===== src/rtl/mod_mult.sv =====
// rtl/mod_mult.sv - sequential (x*y) mod n, MSB-first shift-add-reduce; optional done port via MODMULT_DONE_EN
module mod_mult #(
    parameter int N  = 8,
    parameter int CC = N
) (
    input  logic         clk,
    input  logic         rst,
    input  logic         start,
    input  logic [N-1:0] x,
    input  logic [N-1:0] y,
    input  logic [N-1:0] n,
`ifdef MODMULT_DONE_EN
    output logic         done,
`endif
    output logic [N-1:0] o
);

    localparam int K  = N / CC;
    localparam int CW = $clog2(CC + 1);

    logic [N-1:0]  acc;
    logic [N-1:0]  xs;
    logic [N-1:0]  ys;
    logic [N-1:0]  ns;
    logic [CW-1:0] cnt;
    logic          busy;

    logic [N-1:0]  acc_nxt;
    logic [N-1:0]  xs_nxt;

    // One bit of x: t = 2*acc + b*y, then at most two conditional subtractions of n.
    function automatic logic [N-1:0] step(
        input logic [N-1:0] a,
        input logic         b,
        input logic [N-1:0] yv,
        input logic [N-1:0] nv
    );
        logic [N+1:0] t;
        logic [N+1:0] nn;
        nn = {2'b00, nv};
        t  = {1'b0, a, 1'b0} + (b ? {2'b00, yv} : {(N+2){1'b0}});
        if (t >= nn) t = t - nn;
        if (t >= nn) t = t - nn;
        return t[N-1:0];
    endfunction

    // A start edge works on the live operands from a zero accumulator.
    always_comb begin
        logic [N-1:0] src;
        logic [N-1:0] yc;
        logic [N-1:0] nc;
        logic [N-1:0] a;
        src = start ? x : xs;
        yc  = start ? y : ys;
        nc  = start ? n : ns;
        a   = start ? '0 : acc;
        for (int i = 0; i < K; i++) begin
            a = step(a, src[N-1-i], yc, nc);
        end
        acc_nxt = a;
        xs_nxt  = src << K;
    end

    always_ff @(posedge clk or negedge rst) begin
        if (!rst) begin
            acc  <= '0;
            xs   <= '0;
            ys   <= '0;
            ns   <= '0;
            cnt  <= '0;
            busy <= 1'b0;
`ifdef MODMULT_DONE_EN
            done <= 1'b0;
`endif
        end else if (start) begin
            acc  <= acc_nxt;
            xs   <= xs_nxt;
            ys   <= y;
            ns   <= n;
            cnt  <= CW'(CC - 1);
            busy <= (CC > 1);
`ifdef MODMULT_DONE_EN
            done <= (CC == 1);
`endif
        end else if (busy) begin
            acc <= acc_nxt;
            xs  <= xs_nxt;
            cnt <= cnt - CW'(1);
            if (cnt == CW'(1)) begin
                busy <= 1'b0;
            end
`ifdef MODMULT_DONE_EN
            done <= (cnt == CW'(1));
`endif
        end else begin
`ifdef MODMULT_DONE_EN
            done <= 1'b0;
`endif
        end
    end

    assign o = acc;

endmodule


===== config.mk =====
export PLATFORM = sky130hd
export DESIGN_NAME = mod_mult
export DESIGN_NICKNAME = d
export VERILOG_FILES = /design/src/rtl/mod_mult.sv
export SDC_FILE = /design/constraint.sdc
export NUM_CORES = 1
export LEC_CHECK = 0
export CORE_MARGIN = 2
export CORE_UTILIZATION = 56
export CTS_CLUSTER_SIZE = 28
export DETAILED_ROUTE_END_ITERATION = 8
export PLACE_DENSITY = 0.8
export SLEW_MARGIN = 30
export SYNTH_ARGS = -nofsm -noshare
export SYNTH_HDL_FRONTEND = slang
export SYNTH_SLANG_ARGS = --single-unit

===== constraint.sdc =====
create_clock -name clk -period 7 [get_ports clk]
set_input_delay 1.4 -clock clk [delete_from_list [all_inputs] [get_ports clk]]
set_output_delay 1.4 -clock clk [all_outputs]
set_load 0.05 [all_outputs]

; ---- After elaboration in Yosys (flattened, before gate mapping)
; Cells that the tools add are included.
[totals]
elab_cells = 30
in_bits = 27
mem_bits_ro = 0
latchBits = 0
out_inout_bits = 8
ramBits = 0
mem_count = 0
ff_bits = 37
[classes]
eq_ne = 1
add_sub_neg = 4
n_mux = 16
reduce_logical = 1
mul = 0
bitwise_logic = 0
div_mod_pow = 0
shifts = 0
order_cmp = 2
[ops]
columns = operator, count
row1 = $mux W8, 10
row2 = $ge A10 B8 Y1, 2
row3 = $add A9 B8 Y10, 1
row4 = $mux W10, 1
row5 = $sub A10 B8 Y10, 1
row6 = $mux W4, 2
row7 = $sub A8 B8 Y8, 1
row8 = $eq A4 B1 Y1 const B, 1
row9 = $sub A4 B1 Y4 const B, 1
row10 = $mux W1, 3
row11 = $reduce_bool A2 Y1, 1

; ---- Depth between registers and ports, before layout
[depth]
depth_word = 9
mapped_depth = 30
mapped_depth_nobuf = 27

; ---- Worst setup path after synthesis
; Ideal clock, no wire load.
[synth_timing]
path_type = input-to-reg
startpoint = in start
endpoint = reg acc[0], in the netlist o[0]
required_time_ps = 6879
setup_time_ps = 121
path_buffers = 5
cell_stages = 29
path_slack_ps = 125
arrival_ps = 6754
cell_sequence = buf_4 > buf_4 > clkbuf_1 > mux2i_1 > nor2_1 > ha_1 > nand2_1 > a211oi_1 > nor2_1 > xnor2_1 > ha_1 > clkbuf_2 > a21oi_1 > o21ai_0 > a311o_1 > nand2b_1 > buf_6 > mux2_4 > ha_1 > inv_1 > fa_1 > nand2_1 > nand2_1 > a21oi_1 > a21oi_1 > a2111oi_4 > o211ai_4 > mux2i_1 > a22o_1
[synth_between]
elab_chain_cells = 9
elab_cells_between_ends = 15
cone_classes = add/sub (3) / order compare (2) / mux (9) / reduce/logical (1)
[synth_lines]
columns = item, line_no
row1 = start: declaration, 8  ; input logic start,
row2 = $mux W8 (on tied branches), n/a
row3 = $mux W8, 41  ; t = {1'b0, a, 1'b0} + (b ? {2'b00, yv} : {(N+2){1'b0}});
row4 = $add A9 B8 Y10, 41
row5 = $sub A10 B8 Y10 or $ge A10 B8 Y1 (tied branches), 42  ; if (t >= nn) t = t - nn;
row6 = $mux W10, 42
row7 = $sub A8 B8 Y8 or $ge A10 B8 Y1 (tied branches), 43  ; if (t >= nn) t = t - nn;
row8 = $mux W8, 43
row9 = $mux W8, 85  ; end else if (busy) begin
row10 = $mux W8, 75  ; end else if (start) begin
row11 = end signal: assignment, 76  ; acc <= acc_nxt;
row12 = end signal: assignment, 86  ; acc <= acc_nxt;
row13 = end: declaration, 21  ; logic [N-1:0] acc;
; Parallel ways exist; a longest one is shown, timed or not. The select of a mux whose other input is x is not followed.
; A chain may end at the register's enable or synchronous reset.

; ---- Worst setup path after layout
[layout_timing]
startpoint = in y[1]
endpoint = reg acc[4], in the netlist o[4]
[layout_between]
elab_chain_cells = 9
elab_cells_between_ends = 11
cone_classes = add/sub (3) / order compare (2) / mux (6)
[layout_lines]
columns = item, line_no
row1 = start: declaration, 10  ; input logic [N-1:0] y,
row2 = $mux W8 (*), n/a
row3 = $mux W8 (*), 41
row4 = $add A9 B8 Y10 (*), 41
row5 = $sub A10 B8 Y10 or $ge A10 B8 Y1 (tied branches), 42
row6 = $mux W10 (*), 42
row7 = $sub A8 B8 Y8 or $ge A10 B8 Y1 (tied branches), 43
row8 = $mux W8 (*), 43
row9 = $mux W8, 85
row10 = $mux W8 (*), 75
; Every way passes the cells marked *; elsewhere a longest branch is shown, timed or not. The select of a mux whose other input is x is not followed.

==> results <==
- The die covers 5655 sq um.
- In this run the clock root is driven by a sky130_fd_sc_hd__clkbuf_8.
- The largest total area in the synthesized netlist belongs to sky130_fd_sc_hd__dfrtp_1.
- In this run the register-to-register setup slack is 1300 ps.
- The run finished with clean final reports.
- The overflow left after global routing is 0.
- In this run the standard cell core region covers 4817 sq um.
- The routed wire length per instance is 15.97 um.
- The number of antenna violations at the first check in global routing is 0.
- Clock-pin slew was measured on the worst setup and hold paths at 70 ps.
- The cell type group with the largest total delay on the critical path is compound AO/OA/AOI/OAI gates.
- The via count of the first global-routing pass is 2160.
- The leading cell type in the layout, fill and taps excluded is sky130_fd_sc_hd__dfrtp_1.
- The cell seen most often among critical-path stages is sky130_fd_sc_hd__ha_1.
- The post-synthesis cell type count is 54.
- The ratio of total power to cell area is 506.6 nW/um^2.
- The ratio of final minimum period to clock period is 96.97%.
- The worst pin sits at a relative slew slack of 58.39%.
- The data required time of the critical path is 7170 ps.
- The max-slew violation count is 0.
- The total wire length after detailed routing is 6453 um.
- Summing over every cut layer, the via total after detailed routing is 2255.
- The storage element area is 900.9 sq um.
- The sort of element at the start of the critical path is an input pin.
- The path depth of the worst reg2reg path is 25.
- For this run, the post-layout net count is 391.
- The predominant post-synthesis flop cell is sky130_fd_sc_hd__dfrtp_1.
- By area the synthesized netlist is led by sky130_fd_sc_hd__dfrtp_1 32%, sky130_fd_sc_hd__ha_1 11%, sky130_fd_sc_hd__mux2i_1 7.8%.
- The kind of critical path is input pin to flip-flop.
- After legalization and detailed placement, the total HPWL measured 4942 um.
- The start of the worst register-to-register path is xs[7].
- The largest single stage delay on the critical path is 450 ps.
- The worst flop-to-flop path endpoint is o[4].
- For the final database, setup skew stands at 7.010 ps.
- The number of buffers and inverters on the critical path is 3.
- The count of warnings emitted by yosys is 0.
- The transition time of the tightest slew-check pin is 624.2 ps.
- The multi-input combinational cells in the finished layout cover a total of 1836 sq um.
- The overall die height is 75.20 um.
- The repair_antennas step left the layout with diodes totalling 0.
- The first detailed-routing pass took 4 iterations.
- Synthesis produced 292 cells.
- For this run, asynchronously set or reset flops after synthesis account for 100.0%.
- The synthesized area divided by synthesized cell count is 9.723 sq um.
- Setup repair after global routing could not meet its margin everywhere.
- In this run, the number of DRC markers left after iteration 0 of detailed routing was 147.
- The maximum number of pins on one net before global-route repair is 37.
- After synthesis, flip-flops and latches occupy 31.73% of the total area.
- Of the post-synthesis cell area, the dominant cell type holds 31.73%.
- Input and output buffers added on the ports amount to 34.
- The die width is 75.20 um.
- The largest fanout on the critical path is 5.
- The core occupancy in the finished layout is 70.83%.
- The type of element capturing the critical path is a flip-flop.
- The area growth from synthesis to layout is 20.19%.
- The combined global-route utilization of all metal layers is 24.23%.
- The minimum clock period after layout is 6788 ps.
- The final hold violation count is 0.
- The worst-case hold path end point is ys[6].
- The tightest min-delay check is of the flip-flop to flip-flop type.
- In the final layout, the share of cells above drive strength 1 is 14.84%.
- The master of the slowest instance on the critical path is sky130_fd_sc_hd__clkdlybuf4s50_1.
- The ratio of routed vias to standard cells is 5.582.
- The clock passes through at most 2 buffers.
- The top cell types in the final layout, fill and taps aside, are 36 x sky130_fd_sc_hd__dfrtp_1, 33 x sky130_fd_sc_hd__clkdlybuf4s50_1, 25 x sky130_fd_sc_hd__ha_1.
- The analysis attributes to cell leakage a power of 1.618 nW.
- The number of top-level design ports is 35.
- Static timing analysis puts the maximum clock frequency at 0.1473 GHz.
- The synthesized design contains 36 register bits.
- The number of enable-type register cells in the synthesized netlist is 0.
- CTS built an H-tree with a depth of 2.
- After filler insertion, the fill cell instance count of the layout stands at 406.
- The worst-case IR drop observed on VDD is 0.3569 mV.
- Max-cap violations in this run came to 0.
- The number of nets produced by synthesis is 347.
- After detailed routing, the number of remaining DRC violations is 0.
- In this run the most critical hold path is launched from ys[6].
- After synthesis the cells add up to 2839 sq um.
- The initial utilization of the core area, before any placement, comes to 58.94%.
- The standard-cell row count is 25.
- Counting the buffers created by CTS gives 5.
- Clock latency on the worst-skew pair, taken at its later pin, is 290 ps.
- Clock tree synthesis found a total of 36 sinks.
- The critical path data arrival time is 6960 ps.
- In this run the remaining antenna-violating nets after routing total 0.
- TritonCTS built the clock tree.
- At the end of routability-driven placement, the weighted congestion stood at 0.9300.
- The final-layout worst hold slack is 486.4 ps.
- Buffers inserted to repair hold after CTS numbered 0.
- The number of stages on the worst hold path is 2.
- The wire length of the first global-routing pass is 10270 um.
- The final number of setup-violating endpoints is 0.
==> power breakdown <==
group / internal [W] / leakage, nW / switching, W
logic: 0.000592 / 1.15 / 0.000708
clock network: 0.0000694 / 0.0479 / 0.0000819
registers: 0.000257 / 0.421 / 0.0000209
total: 0.000918 / 1.62 / 0.000811
==> per-stage QoR <==
step	power [W]	area [sq um]	setup WS (ps)	std cells	TNS [ps]
after floorplan	0.001225	2839	125.1	292	0
after global placement	0.001500	3287	56.60	395	0
after detailed placement	0.001526	3287	-83.87	395	-263.0
after CTS	0.001689	3374	216.5	403	0
after global routing	0.001859	3412	-7.029	404	-7.029
final	0.001729	3412	211.9	404	0
==> area by class of cell <==
| cell class | instances | share of cell area, % |
|---|---|---|
| multi-input cells | 226 | 53.80 |
| flip-flops and latches | 36 | 26.40 |
| repair buffers | 46 | 12.47 |
| well taps | 67 | 2.457 |
| inverters | 21 | 2.310 |
| clock buffers | 5 | 2.017 |
| clock inverters | 3 | 0.5501 |
==> repair_timing <==
action | in CTS | in global routing
buffers inserted | 0 | 0
gates resized for setup | 0 | 5
setup endpoints to repair | 0 | 8
==> worst min-delay path: stages (launching register included) <==
cell and delay, ps:
sky130_fd_sc_hd__dfrtp_1 330, sky130_fd_sc_hd__mux2i_1 80, sky130_fd_sc_hd__inv_1 50
==> routing by layer <==
| metal | wire (um) | track usage, % |
|---|---|---|
| met1 | 3135 | 33.56 |
| met2 | 2980 | 38.89 |
| met3 | 254 | 4.418 |
| met4 | 82 | 7.212 |
| met5 | 0 | 0 |
==> worst max-delay path by stage <==
stage	start	endpoint	slack (ps)	cells after the start
floorplan	start	o[0]	130	29
global placement	x[7]	o[0]	60	25
detailed placement	x[7]	o[0]	-80	27
CTS	x[7]	o[0]	220	25
global route	y[1]	o[1]	-7	25
finish	y[1]	o[4]	210	25
==> cells in the mapped netlist (3+ instances only) <==
master,number
sky130_fd_sc_hd__mux2i_1,22
sky130_fd_sc_hd__mux2_2,9
sky130_fd_sc_hd__a211oi_1,4
sky130_fd_sc_hd__fa_1,3
sky130_fd_sc_hd__mux2_4,5
sky130_fd_sc_hd__and2_1,3
sky130_fd_sc_hd__dfrtp_1,36
sky130_fd_sc_hd__o21ai_0,15
sky130_fd_sc_hd__inv_1,21
sky130_fd_sc_hd__ha_1,25
sky130_fd_sc_hd__xnor2_1,12
sky130_fd_sc_hd__xor2_1,4
sky130_fd_sc_hd__o2bb2ai_1,3
sky130_fd_sc_hd__o2111ai_1,3
sky130_fd_sc_hd__clkbuf_1,4
sky130_fd_sc_hd__nor2b_1,15
sky130_fd_sc_hd__nand2_1,20
sky130_fd_sc_hd__nand2b_1,9
sky130_fd_sc_hd__nand3_1,3
sky130_fd_sc_hd__a21o_1,4
sky130_fd_sc_hd__a21oi_1,19
sky130_fd_sc_hd__nor2_1,15
==> sequential cells by signal, indices dropped and copies added, names as in the netlist <==
name / cells
xs: 7
cnt: 4
ns: 8
ys: 8
o: 8
busy: 1
==> cells by family after synthesis <==
group                      share of synthesized area, %
DFF                                               31.73
buffers and inverters                             4.936
muxes                                             13.97
xor gates and xnor gates                          5.509
adders and majority gates                         13.13
AOI/OAI and AO/OA                                 17.37
and+or+nand+nor                                   13.35
Power figures use the tool's default switching activity.
